<file path="src/rtl/scrambler_sequencer_if.sv">
// Handshake bundle between the scrambler sequencer and its environment.
// The frame/button/switch inputs come from the board side; the select codes and status go to the video path.
interface scrambler_sequencer_if;
  logic       frame_start;
  logic       btn_mode;
  logic       btn_next;
  logic       apply;
  logic [5:0] sw_manual;
  logic [3:0] swR;
  logic [3:0] swG;
  logic [3:0] swB;
  logic [1:0] mode;
  logic [2:0] preset_idx;
  logic       update_pending;

  modport master (
    output frame_start, btn_mode, btn_next, apply, sw_manual,
    input  swR, swG, swB, mode, preset_idx, update_pending
  );

  modport slave (
    input  frame_start, btn_mode, btn_next, apply, sw_manual,
    output swR, swG, swB, mode, preset_idx, update_pending
  );
endinterface

</file>
<file path="src/rtl/scrambler_sequencer.sv">
// Generates the per-channel select codes for the colour scrambler. Any change is staged
// and committed only on a frame boundary, so a channel remap never tears mid-frame.
module scrambler_sequencer #(
  parameter int FRAMES_PER_STEP = 60
) (
  input logic                  clk,
  input logic                  rst_n,
  scrambler_sequencer_if.slave bus
);

  localparam int              CW   = $clog2(FRAMES_PER_STEP + 1);
  localparam logic [CW-1:0]   LAST = CW'(FRAMES_PER_STEP - 1);
  localparam logic [CW-1:0]   ONE  = CW'(1);

  typedef enum logic [1:0] {
    MODE_MANUAL = 2'd0,
    MODE_AUTO   = 2'd1,
    MODE_HOLD   = 2'd2
  } mode_e;

  typedef struct packed {
    logic [1:0] r;
    logic [1:0] g;
    logic [1:0] b;
  } sel_t;

  localparam sel_t IDENTITY = '{r: 2'd0, g: 2'd1, b: 2'd2};

  function automatic sel_t preset(input logic [2:0] idx);
    case (idx)
      3'd0:    return '{r: 2'd0, g: 2'd1, b: 2'd2};
      3'd1:    return '{r: 2'd1, g: 2'd2, b: 2'd0};
      3'd2:    return '{r: 2'd2, g: 2'd0, b: 2'd1};
      3'd3:    return '{r: 2'd0, g: 2'd2, b: 2'd1};
      3'd4:    return '{r: 2'd1, g: 2'd0, b: 2'd2};
      3'd5:    return '{r: 2'd2, g: 2'd1, b: 2'd0};
      3'd6:    return '{r: 2'd0, g: 2'd0, b: 2'd0};
      default: return '{r: 2'd3, g: 2'd3, b: 2'd3};
    endcase
  endfunction

  mode_e         r_mode;
  logic [2:0]    r_idx;
  logic [CW-1:0] r_cnt;
  sel_t          r_staged;
  sel_t          r_out;
  logic          r_pending;
  logic          r_mode_d;
  logic          r_next_d;
  logic          r_apply_d;

  mode_e         w_mode_nx;
  logic [2:0]    w_idx_nx;
  logic [2:0]    w_idx_inc;
  logic [CW-1:0] w_cnt_nx;
  sel_t          w_staged_nx;
  sel_t          w_out_nx;
  logic          w_pending_nx;
  logic          w_mode_ev;
  logic          w_next_ev;
  logic          w_apply_ev;
  logic          w_auto_step;
  logic          w_stage_ev;
  sel_t          w_stage_val;

  always_ff @(posedge clk or negedge rst_n) begin
    // NOTE: state registers use non-blocking assignments so every register samples pre-edge values.
    if (!rst_n) begin
      r_mode    <= MODE_MANUAL;
      r_idx     <= '0;
      r_cnt     <= '0;
      r_staged  <= IDENTITY;
      r_out     <= IDENTITY;
      r_pending <= 1'b0;
      r_mode_d  <= 1'b0;
      r_next_d  <= 1'b0;
      r_apply_d <= 1'b0;
    end else begin
      r_mode    <= w_mode_nx;
      r_idx     <= w_idx_nx;
      r_cnt     <= w_cnt_nx;
      r_staged  <= w_staged_nx;
      r_out     <= w_out_nx;
      r_pending <= w_pending_nx;
      r_mode_d  <= bus.btn_mode;
      r_next_d  <= bus.btn_next;
      r_apply_d <= bus.apply;
    end
  end

  always_comb begin
    // NOTE: every comb output gets a default first, so no path can infer a latch.
    w_mode_nx    = r_mode;
    w_idx_nx     = r_idx;
    w_cnt_nx     = r_cnt;
    w_stage_ev   = 1'b0;
    w_stage_val  = r_staged;
    w_idx_inc    = r_idx + 3'd1;

    // A mode press swallows any coincident next/apply press.
    w_mode_ev    = bus.btn_mode & ~r_mode_d;
    w_next_ev    = bus.btn_next & ~r_next_d & ~w_mode_ev;
    w_apply_ev   = bus.apply    & ~r_apply_d & ~w_mode_ev;
    w_auto_step  = (r_mode == MODE_AUTO) && bus.frame_start && (r_cnt == LAST);

    if ((r_mode == MODE_AUTO) && bus.frame_start) begin
      w_cnt_nx = w_auto_step ? '0 : r_cnt + ONE;
    end

    case (r_mode)
      MODE_MANUAL: begin
        if (w_apply_ev) begin
          w_stage_ev  = 1'b1;
          w_stage_val = '{r: bus.sw_manual[1:0], g: bus.sw_manual[3:2], b: bus.sw_manual[5:4]};
        end
      end
      MODE_AUTO, MODE_HOLD: begin
        // A manual step and an auto step in the same cycle advance the index only once.
        if (w_next_ev || w_auto_step) begin
          w_stage_ev  = 1'b1;
          w_idx_nx    = w_idx_inc;
          w_stage_val = preset(w_idx_inc);
        end
      end
      default: ;
    endcase

    if (w_mode_ev) begin
      case (r_mode)
        MODE_MANUAL: begin
          w_mode_nx = MODE_AUTO;
          w_cnt_nx  = '0;
        end
        MODE_AUTO: w_mode_nx = MODE_HOLD;
        default:   w_mode_nx = MODE_MANUAL;
      endcase
    end
  end

  always_comb begin
    w_staged_nx  = w_stage_ev ? w_stage_val : r_staged;
    w_out_nx     = r_out;
    w_pending_nx = r_pending;
    if (bus.frame_start) begin
      if (w_stage_ev) begin
        w_out_nx     = w_stage_val;
        w_pending_nx = 1'b0;
      end else if (r_pending) begin
        w_out_nx     = r_staged;
        w_pending_nx = 1'b0;
      end
    end else if (w_stage_ev) begin
      w_pending_nx = 1'b1;
    end
  end

  assign bus.swR            = {2'b00, r_out.r};
  assign bus.swG            = {2'b00, r_out.g};
  assign bus.swB            = {2'b00, r_out.b};
  assign bus.mode           = r_mode;
  assign bus.preset_idx     = r_idx;
  assign bus.update_pending = r_pending;

endmodule

</file>
<file path="src/flat_wrapper.sv">
// flat-port wrapper written by rule: the top's interface ports become plain ports
module scrambler_sequencer_flat 
#(
  parameter int FRAMES_PER_STEP = 60
)
  (clk, rst_n, bus_frame_start, bus_btn_mode, bus_btn_next, bus_apply, bus_sw_manual, bus_swR, bus_swG, bus_swB, bus_mode, bus_preset_idx, bus_update_pending);
  scrambler_sequencer_if bus_i ();
  input logic clk;
  input logic rst_n;
  input wire logic [$bits(bus_i.frame_start)-1:0] bus_frame_start;
  input wire logic [$bits(bus_i.btn_mode)-1:0] bus_btn_mode;
  input wire logic [$bits(bus_i.btn_next)-1:0] bus_btn_next;
  input wire logic [$bits(bus_i.apply)-1:0] bus_apply;
  input wire logic [$bits(bus_i.sw_manual)-1:0] bus_sw_manual;
  output wire logic [$bits(bus_i.swR)-1:0] bus_swR;
  output wire logic [$bits(bus_i.swG)-1:0] bus_swG;
  output wire logic [$bits(bus_i.swB)-1:0] bus_swB;
  output wire logic [$bits(bus_i.mode)-1:0] bus_mode;
  output wire logic [$bits(bus_i.preset_idx)-1:0] bus_preset_idx;
  output wire logic [$bits(bus_i.update_pending)-1:0] bus_update_pending;
  assign bus_i.frame_start = bus_frame_start;
  assign bus_i.btn_mode = bus_btn_mode;
  assign bus_i.btn_next = bus_btn_next;
  assign bus_i.apply = bus_apply;
  assign bus_i.sw_manual = bus_sw_manual;
  assign bus_swR = bus_i.swR;
  assign bus_swG = bus_i.swG;
  assign bus_swB = bus_i.swB;
  assign bus_mode = bus_i.mode;
  assign bus_preset_idx = bus_i.preset_idx;
  assign bus_update_pending = bus_i.update_pending;
  scrambler_sequencer #(.FRAMES_PER_STEP(FRAMES_PER_STEP)) u_core (.clk(clk), .rst_n(rst_n), .bus(bus_i));
endmodule
</file>
<file path="config.mk">
export PLATFORM = sky130hd
export DESIGN_NAME = scrambler_sequencer_flat
export DESIGN_NICKNAME = d
export VERILOG_FILES = /design/src/rtl/scrambler_sequencer_if.sv /design/src/rtl/scrambler_sequencer.sv /design/src/flat_wrapper.sv
export SDC_FILE = /design/constraint.sdc
export NUM_CORES = 1
export LEC_CHECK = 0
export ABC_AREA = 1
export BUFFER_PORTS_ARGS = -buffer_cell sky130_fd_sc_hd__buf_2
export CORE_UTILIZATION = 30
export CTS_BUF_LIST = sky130_fd_sc_hd__clkbuf_4 sky130_fd_sc_hd__clkbuf_8 sky130_fd_sc_hd__clkbuf_16
export DETAILED_ROUTE_END_ITERATION = 8
export PLACE_DENSITY = 0.47
export SLEW_MARGIN = 5
export SYNTH_ARGS = -nofsm -noshare
export SYNTH_HDL_FRONTEND = slang
export SYNTH_SLANG_ARGS = --single-unit
</file>
<file path="constraint.sdc">
create_clock -name clk -period 2.4 [get_ports clk]
set_input_delay 0.12 -clock clk [delete_from_list [all_inputs] [get_ports clk]]
set_output_delay 0.12 -clock clk [all_outputs]
set_load 0.02 [all_outputs]
</file>
# Word-level counts from Yosys, hierarchy flattened
# Index checks and enable logic that the tools add are counted.
# W data, S select, Z words.
[op_classes]
add_sub_neg = 2
n_mul = 0
div = 0
n_lt_le_gt_ge = 0
n_eq_ne = 9
shift = 0
mux = 16
bitwise_logic = 9
reduce_logical = 10
[op_table]
columns = ["op", "count"]
rows = [
  ["$mux W6", 8],
  ["$pmux W6 S7", 1],
  ["$pmux W6 S2", 1],
  ["$eq A3 B3 Y1 const B", 3],
  ["$add A6 B1 Y6 const B", 1],
  ["$eq A3 B2 Y1 const B", 2],
  ["$eq A6 B6 Y1 const B", 1],
  ["$and A1 B1 Y1", 5],
  ["$mux W1", 4],
  ["$not A1 Y1", 4],
  ["$pmux W2 S2", 1],
  ["$reduce_and A2 Y1", 2],
  ["$reduce_bool A2 Y1", 2],
  ["$add A3 B1 Y3 const B", 1],
  ["$eq A3 B1 Y1 const B", 1],
  ["$logic_not A3 Y1", 1],
  ["$eq A2 B1 Y1 const B", 1],
  ["$eq A2 B2 Y1 const B", 1],
  ["$logic_and A1 B1 Y1", 2],
  ["$logic_not A2 Y1", 1],
  ["$pmux W1 S2", 1],
  ["$reduce_or A2 Y1", 1],
  ["$logic_or A1 B1 Y1", 1],
]
[totals]
ff_bits = 27
latch_bits = 0
ramBits = 0
rom_bits = 0
input_bits = 12
output_inout_bits = 18
wordCells = 59
mem_count = 0

# Depth between registers and ports, before layout
# Gate-level depths: netlist of run 1.
[logic_depth]
word_depth = 9
depth_mapped = 12
mapped_depth_nobuf = 12

# Worst setup path after synthesis of run 1
# Ideal clock, no wire load.
[synth_path]
kind = "register to register"
startpoint = "reg u_core.r_idx[0], in the netlist u_core.bus.preset_idx[0]"
endpoint = "reg u_core.r_out, in the netlist u_core.bus.swB[0]"
setup_ns = 0.065
arrival_time_ns = 1.862
required_ns = 2.335
path_slack_ns = 0.473
path_stages_with_launch = 13
n_path_buf = 0
period_less_slack_ns = 1.927
path_cell_list = "dfrtp_1 -> ha_1 -> ha_1 -> inv_1 -> nand2_1 -> nand2_1 -> nor2_1 -> nor2_1 -> nand2_1 -> nand3_1 -> nand3_2 -> nand3_1 -> nand2_1"
[synth_via]
elab_chain_cells = 6
elab_cells_between_ends = 12
cone_classes = "add/sub (1); eq/ne (6); mux (4); reduce/logical (1)"
[synth_lines]
columns = ["item", "line_no", "text"]
rows = [
  ["start, declared", "scrambler_sequencer.sv:43", "logic [2:0] r_idx;"],
  ["start signal, assigned", "scrambler_sequencer.sv:80", "r_idx <= w_idx_nx;"],
  ["$add A3 B1 Y3 (*)", "scrambler_sequencer.sv:98", "w_idx_inc = r_idx + 3'd1;"],
  ["net u_core.w_idx_inc[2]", "scrambler_sequencer.sv:54", "logic [2:0] w_idx_inc;"],
  ["$eq A3 B3 Y1 (tied with other cells)", "scrambler_sequencer.sv:30", "case (idx)"],
  ["$pmux W6 S7 (*)", "scrambler_sequencer.sv:30", ""],
  ["$mux W6 (*)", "scrambler_sequencer.sv:119", "if (w_next_ev || w_auto_step) begin"],
  ["$pmux W6 S2 (*)", "scrambler_sequencer.sv:110", "case (r_mode)"],
  ["$mux W6 (*)", "scrambler_sequencer.sv:145", "if (w_stage_ev) begin"],
  ["end signal, assigned", "scrambler_sequencer.sv:83", "r_out <= w_out_nx;"],
  ["end, declared", "scrambler_sequencer.sv:46", "sel_t r_out;"],
]
# The timed path passes the listed nets; every way through them passes the cells marked *.
# A chain may end at the register's enable or synchronous reset.

# Final worst setup path of run 1
[layout_path]
startpoint = "reg u_core.r_idx[0], in the netlist u_core.bus.preset_idx[0]"
endpoint = "reg u_core.r_out, in the netlist u_core.bus.swR[1]"
# The elaborated chain is that of the path after synthesis.

==> results of run 1 <==
[through the flow]
step,cells,utilization,power [W],instance area (um^2)
finish,307,0.360,0.00221,1980
global route,307,0.360,0.00244,1980
CTS,307,0.360,0.00226,1980
detailed placement,299,0.344,0.00197,1890
global placement,299,0.344,0.00197,1890
floorplan,211,-,0.00167,1740
[state kept, by name, indices dropped and copies added, names as in the netlist]
register and cells:
u_core.r_staged 6, u_core.bus.mode 2, u_core.bus.swG 2, u_core.bus.swB 2, u_core.bus.update_pending 1, u_core.bus.preset_idx 3, u_core.r_next_d 1, u_core.r_apply_d 1
u_core.bus.swR 2, u_core.r_mode_d 1, u_core.r_cnt 6
[logic make-up after synthesis]
family,share of synthesized area
compound gates,0.0785
fa+ha+maj,0.0727
xor+xnor,0.00509
simple gates,0.361
other cells,0.00218
flops,0.396
buf+inv,0.0851
[cell usage in the layout (no fill, tap or decap), drive strengths merged]
cell type	instances
xor2	1
nand2	59
conb	6
and3	1
o211ai	6
nor2	20
nand3	26
clkinvlp	1
inv	23
a21oi	6
and2	6
a221oi	1
dfstp	4
buf	24
clkbuf	3
dfrtp	23
nor3b	3
nor3	2
o21ai	5
dlygate4sd3	4
nand3b	1
ha	10
[worst paths after layout]
check | endpoint | slack (ns) | depth (start not counted)
setup / recovery | u_core.bus.swR[1]$_DFFE_PN0P_ | 0.29 | 12
hold / removal | u_core.bus.update_pending$_DFFE_PN0P_ | 0.08 | 2
setup reg to reg | u_core.bus.swR[1]$_DFFE_PN0P_ | 0.29 | 12
hold reg to reg | u_core.bus.swG[0]$_DFFE_PN1P_ | 0.47 | 2
max in group asynchronous | u_core.r_staged[0]$_DFFE_PN0P_ | 1.61 | 2
min in group asynchronous | u_core.bus.preset_idx[2]$_DFFE_PN0N_ | 0.38 | 2
[layout make-up]
cell class,instances,area (um^2),area share
timing repair buffer,28,163,0.0821
clock buffer,3,41.3,0.0208
tap,72,90.1,0.0455
clock inverter,1,7.51,0.00379
multi-input combinational,153,912,0.461
inverter,23,86.3,0.0436
sequential,27,681,0.344
[power groups by stage]
stage | sequential (W) | combinational, W | clock, W
3_5_place_dp | 0.000760 | 0.00121 | 0
2_1_floorplan | 0.000855 | 0.000811 | 0
6_report | 0.000747 | 0.00120 | 0.000270
5_1_grt | 0.000777 | 0.00136 | 0.000304
4_1_cts | 0.000750 | 0.00122 | 0.000293
3_3_place_gp | 0.000760 | 0.00121 | 0
[layer usage]
metal | global-route usage | vias up
met5 | 0 | -
met3 | 0.0176 | 4
met4 | 0.0396 | 0
li1 | - | 704
met2 | 0.221 | 18
met1 | 0.178 | 612
==> impl_results.md, run 1 <==
- Register area share after synthesis: 0.396
- Int Power: 0.00119 W
- Synth area leaders: dfrtp_1 33%, nand2_1 12%, ha_1 7.3%, dfstp_2 6.1%, nand3_1 5.8%
- Met2 wire length: ~1800 um
- Vias: 1338
- HP Class: primary input to flop
- Synth top area share: 0.335
- WL met1: 1770 um
- Hold path start: bus_frame_start
- CTS tree: yes
- First-pass GRT wire length: 6280 um
- Clock Skew: between 0.002 and 0.003 ns
- Largest net degree at the start of global routing: 28
- Most used DFF post-synth: dfrtp_1
- Via/cell ratio: 4.36
- DR iter-0 viols: between 40 and 50
- CTS root buf: clkbuf_8
- Rows: 27
- Mapped Area: 1720 um^2
- Core Region: 5510 um^2
- Fillers: a little under 600
- WHS: approximately 0.076 ns
- Postcts setup bufs: 0
- Status: completed
- DR top layer: met4
- Leading area contributor after synthesis: dfrtp_1
- Final hold viol count: 0
- Syn Area/Cell: 8.35 um^2
- Sw frac: 0.464
- Critical path capture point type: flop
- Layout cell share with drive strength beyond 1: 0.213
- Max-cap violations: 0
- Pins Over Slew Limit: 0
- Final setup margin: 0.290 ns
- Die ar.: 6040 um^2
- Slowest-stage cell, CP: dfrtp_1
- Ys async rst share: 1.00
- Clock share of power: 0.122
- CP most frequent cell: nand2_1
- Clock sink count: 27
- Crit path cell chain: ha_1 > ha_1 > inv_1 > nand2_1 > nand2_1 > nor2_1 > nor2_1 > nand2_1 > nand3_1 > nand3_2 > nand3_1 > nand2_1
- Peak Freq: 474 MHz
- Mapped Cells: 206
- Slew margin rel.: 0.588
- Sw power: 0.00103 W
- Met3 WL: 89 um
- # diodes: 0
- Distinct cells, synth: 28
- Bufs and invs on worst path: 1
- P&R area growth vs syn: 15.1%
- Cts repair resizes: 0
- Power Density: 1120 nW/um^2
- Top cells by count, synth: 53 x nand2_1, 23 x dfrtp_1, 23 x inv_1
- Residual DRC: 0
- Worst IR Drop VDD: about 0.35 mV
- Critical Path Start: u_core.bus.preset_idx[0]$_DFFE_PN0N_
- Initial core utilization: 0.312
- Hold-fix buffers, CTS: 4
- CP max stage delay: 0.44 ns
- Remaining antenna violation count: 0
- CP arrival: 2.33 ns
- Gp weighted congestion: 0.787
- RR Startpoint: u_core.bus.preset_idx[0]$_DFFE_PN0N_
- Final wirelength: between 3000 and 4000 um
- Initial antenna violation count: 0
- Routed len/inst: ~12 um
- Yosys warning count: 0
- Max H-tree Level: 1
- Remaining Overflow, GRT: 0
- Crit path time final: 2.11 ns
- Vias in the first global route: 1338
- Most frequent cell after synthesis: nand2_1
- Drt pass-1 iters: 4
- Detailed placement HPWL: roughly 2800 um
- Worst-path fanout max: 6
- Worst Path Class, Setup: flop to flop
- CP Launch Type: flop
- Worst-Skew Late Latency: ~0.27 ns
- Setup violators final: 0
- Clock-pin slew on the worst setup and hold paths: 0.10 ns
- # port buffers: 23
- TritonCTS Buffers: 3
- Post-synth EDFFs: 0
- Ports: 30
- RSZ-0062 raised after global routing: no
- Final period utilization: 0.879
- Sequential share of power: 0.337
- Flops & latches, synth: 27
- Final net count: 258
- Setup_tns: 0 ns
- Worst EP required: approximately 2.6 ns
- Chip width: 77.7 um
- Worst Max-Slew Pin Slew: 0.618 ns
- Setup WS pre-CTS: 0.293 ns
- Tot GR Track Use: 0.133
- Clk buf depth: 2
- Leak pwr: 0.991 nW
- Combinational fraction of design power: 0.540
- Die height: a little under 80 um
- Largest delay share family, worst path: simple AND/OR/NAND/NOR gates
Note: power is estimated with default switching activity, not from simulation.
==> run 2: changes to the inputs <==
--- a/config.mk
+++ b/config.mk
@@ -5,7 +5,6 @@
 export SDC_FILE = /design/constraint.sdc
 export NUM_CORES = 1
 export LEC_CHECK = 0
-export ABC_AREA = 1
 export BUFFER_PORTS_ARGS = -buffer_cell sky130_fd_sc_hd__buf_2
 export CORE_UTILIZATION = 30
 export CTS_BUF_LIST = sky130_fd_sc_hd__clkbuf_4 sky130_fd_sc_hd__clkbuf_8 sky130_fd_sc_hd__clkbuf_16
==> impl_results.md, run 2 <==
- Status: completed
- Detailed placement HPWL: 2780 um (+0.33%)
- Synth area leaders: dfrtp_1 34%, ha_1 7.4%, dfstp_2 6.2%, nand2_1 4.0%, a21oi_1 3.3%
- Ys async rst share: 1.00 (unchanged)
- Initial antenna violation count: 0 (unchanged)
- Chip width: 77.0 um (-1.0%)
- Vias in the first global route: 1301 (-2.8%)
- Most frequent cell after synthesis: dfrtp_1
- Largest net degree at the start of global routing: 28 (unchanged)
- Worst EP required: 2.58 ns (-0.04 ns)
- First-pass GRT wire length: 6270 um (-0.22%)
- Ports: 30 (unchanged)
- Residual DRC: 0 (unchanged)
- Die ar.: 5920 um^2 (-2.0%)
- Register area share after synthesis: 0.404 (+0.00822)
- Flops & latches, synth: 27 (unchanged)
- Tot Pwr: 0.00214 W (-3.2%)
- Clock Skew: 0.00704 ns (+0.00412 ns)
- RSZ-0062 raised after global routing: no
- Top cells by count, synth: 23 x dfrtp_1, 18 x nand2_1, 13 x nor2_1
- FF-to-FF setup slack: 0.16 ns (-0.13 ns)
- Worst r2r path cells: 7 (-5)
- Syn Area/Cell: 9.86 um^2 (+18%)
- Rows: 26 (-3.7%)
- Yosys warning count: 0 (unchanged)
- Final hold viol count: 0 (unchanged)
- Sw frac: 0.435 (-0.0289)
- Peak Freq: 446 MHz (-5.8%)
- DR iter-0 viols: 61 (+27%)
- CP max stage delay: 0.46 ns (+0.02 ns)
- Worst Max-Slew Pin Slew: 0.614 ns (-0.00445 ns)
- RR Startpoint: u_core.bus.preset_idx[0]$_DFFE_PN0N_
- Largest delay share family, worst path: adder cells
- Clock sink count: 27 (unchanged)
- Final wirelength: 3620 um (-0.85%)
- Critical path capture point type: flop
- Gp weighted congestion: 0.779 (-1.0%)
- Clk buf depth: 2 (unchanged)
- Initial core utilization: 0.320 (+0.00737)
- Worst-path fanout max: 6 (unchanged)
- Leak pwr: 0.865 nW (-13%)
- CP arrival: 2.42 ns (+0.09 ns)
- Pins Over Slew Limit: 0 (unchanged)
- Setup violators final: 0 (unchanged)
- Drt pass-1 iters: 4 (unchanged)
- Max H-tree Level: 1 (unchanged)
- Max-cap violations: 0 (unchanged)
- Synth top area share: 0.341 (+0.00695)
- Remaining Overflow, GRT: 0 (unchanged)
- Sequential share of power: 0.348 (+0.011)
- P&R area growth vs syn: 16.3%
- Setup_tns: 0 ns (unchanged)
- CP Launch Type: flop
- CTS root buf: clkbuf_8
- # diodes: 0 (unchanged)
- Int Power: 0.00121 W (+2.0%)
- Mapped Cells: 171 (-17%)
- # port buffers: 23 (unchanged)
- Via/cell ratio: 4.84 (+11%)
- Slew margin rel.: 0.591 (+0.00297)
- Mapped Area: 1690 um^2 (-2.0%)
- CTS tree: yes
- Clock share of power: 0.129 (+0.007)
- Clock-pin slew on the worst setup and hold paths: 0.10 ns (about the same)
- Leading area contributor after synthesis: dfrtp_1
- R2R Path End: u_core.bus.swB[0]$_DFFE_PN0P_
- HP Class: primary input to flop
- Fillers: 547 (-6.8%)
- Combinational fraction of design power: 0.524 (-0.016)
- Slowest-stage cell, CP: dfrtp_1
- Sw power: 0.000932 W (-9.2%)
- Core Region: 5270 um^2 (-4.3%)
- Power Density: 1090 nW/um^2 (-2.1%)
- Crit path cell chain: ha_1 > ha_2 > mux2i_2 > nand2_2 > a31oi_2 > nor3_1 > o31ai_1
- Post-synth EDFFs: 0 (unchanged)
- Postcts setup bufs: 0 (unchanged)
- Die height: 77.0 um (-1.0%)
- Distinct cells, synth: 40 (+43%)
- Tot GR Track Use: 0.133 (-0.000242)
- Final net count: 221 (-14%)
- Final period utilization: 0.933 (+0.0542)
- Worst-Skew Late Latency: 0.28 ns (about the same)
- Worst IR Drop VDD: 0.517 mV (+49%)
- Most frequent cells in the layout: 23 x buf_2, 23 x dfrtp_1, 17 x nand2_1, 13 x nor2_1
- Routed len/inst: 13.5 um (+14%)
- Vias: 1296 (-3.1%)
- Most used DFF post-synth: dfrtp_1
- Crit path time final: 2.24 ns (+0.130 ns)
- Layout cell share with drive strength beyond 1: 0.263 (+0.0499)
- CP endpoint: u_core.bus.swB[0]$_DFFE_PN0P_
- CP Depth: 7 (-5)
- TritonCTS Buffers: 3 (unchanged)
- Bufs and invs on worst path: 0 (-1)
- Remaining antenna violation count: 0 (unchanged)
- Critical Path Start: u_core.bus.preset_idx[0]$_DFFE_PN0N_
- Worst Path Class, Setup: flop to flop
-- run 2: cell count changes after synthesis, sizes merged, moves of 6 or more --
cell	previous run	this run
nand4	0	8
nand2	59	18
nand3	26	0
o21ai	5	11
nor2	20	13
inv	23	6
o31ai	0	6
nor3	2	9
-- run 2: power by group through the flow --
stage	Combinational (W)	Sequential [W]	Clock, W
global route	0.00125	0.000769	0.000313
detailed placement	0.00106	0.000753	0
floorplan	0.000719	0.000837	0
global placement	0.00103	0.000748	0
CTS	0.00107	0.000745	0.000291
finish	0.00112	0.000744	0.000276
-- run 2: worst min-delay path by stage --
stage,end,startpoint,slack (ns),depth (start not counted)
finish,u_core.bus.update_pending$_DFFE_PN0P_,bus_frame_start,0.09,2
floorplan,u_core.bus.mode[0]$_DFFE_PN0P_,rst_n,-0.18,0
detailed placement,u_core.r_cnt[2]$_DFF_PN0_,rst_n,0.18,1
global route,u_core.bus.update_pending$_DFFE_PN0P_,bus_frame_start,0.09,2
CTS,u_core.bus.update_pending$_DFFE_PN0P_,bus_frame_start,0.09,2
global placement,u_core.r_cnt[5]$_DFF_PN0_,rst_n,0.17,1
-- run 2: per-layer routing --
layer / vias up / routed length, um / GRT usage
li1: 661 / - / -
met1: 587 / 1810 / 0.182
met2: 43 / 1610 / 0.210
met3: 5 / 154 / 0.0202
met4: 0 / 48 / 0.0462
met5: - / 0 / 0
-- run 2: layout make-up --
class	count	area, um^2	share of cell area
inverters	6	22.5	0.0115
flip-flops and latches	27	681	0.347
well taps	70	87.6	0.0447
multi-input cells	131	942	0.481
repair buffers	30	178	0.0907
clock buffers	4	48.8	0.0249
-- run 2: cell families after synthesis --
kind of cell,share of synthesized area
XOR/XNOR,0.0208
buffers and inverters,0.0646
AND/OR/NAND/NOR,0.211
multiplexers,0.0497
AO/OA/AOI/OAI,0.174
other,0.00223
adder cells (fa/ha/maj),0.0742
flip-flops,0.404
-- run 2: stage by stage --
| step | area (um^2) | setup slack, ns | cells | utilization | hold WS, ns |
|---|---|---|---|---|---|
| global route | 1960 | 0.00803 | 268 | 0.372 | 0.0880 |
| detailed placement | 1840 | 0.109 | 260 | 0.350 | 0.178 |
| floorplan | 1700 | 0.297 | 176 | - | -0.176 |
| finish | 1960 | 0.160 | 268 | 0.372 | 0.0890 |
| global placement | 1840 | 0.229 | 260 | 0.350 | 0.167 |
| CTS | 1930 | 0.0811 | 268 | 0.367 | 0.0853 |
-- run 2: timing repair --
item,4_1_cts,5_1_grt
resized for setup,0,6
endpoints found under the setup margin,0,5
endpoints found under the hold margin,26,0
hold buffers,4,0
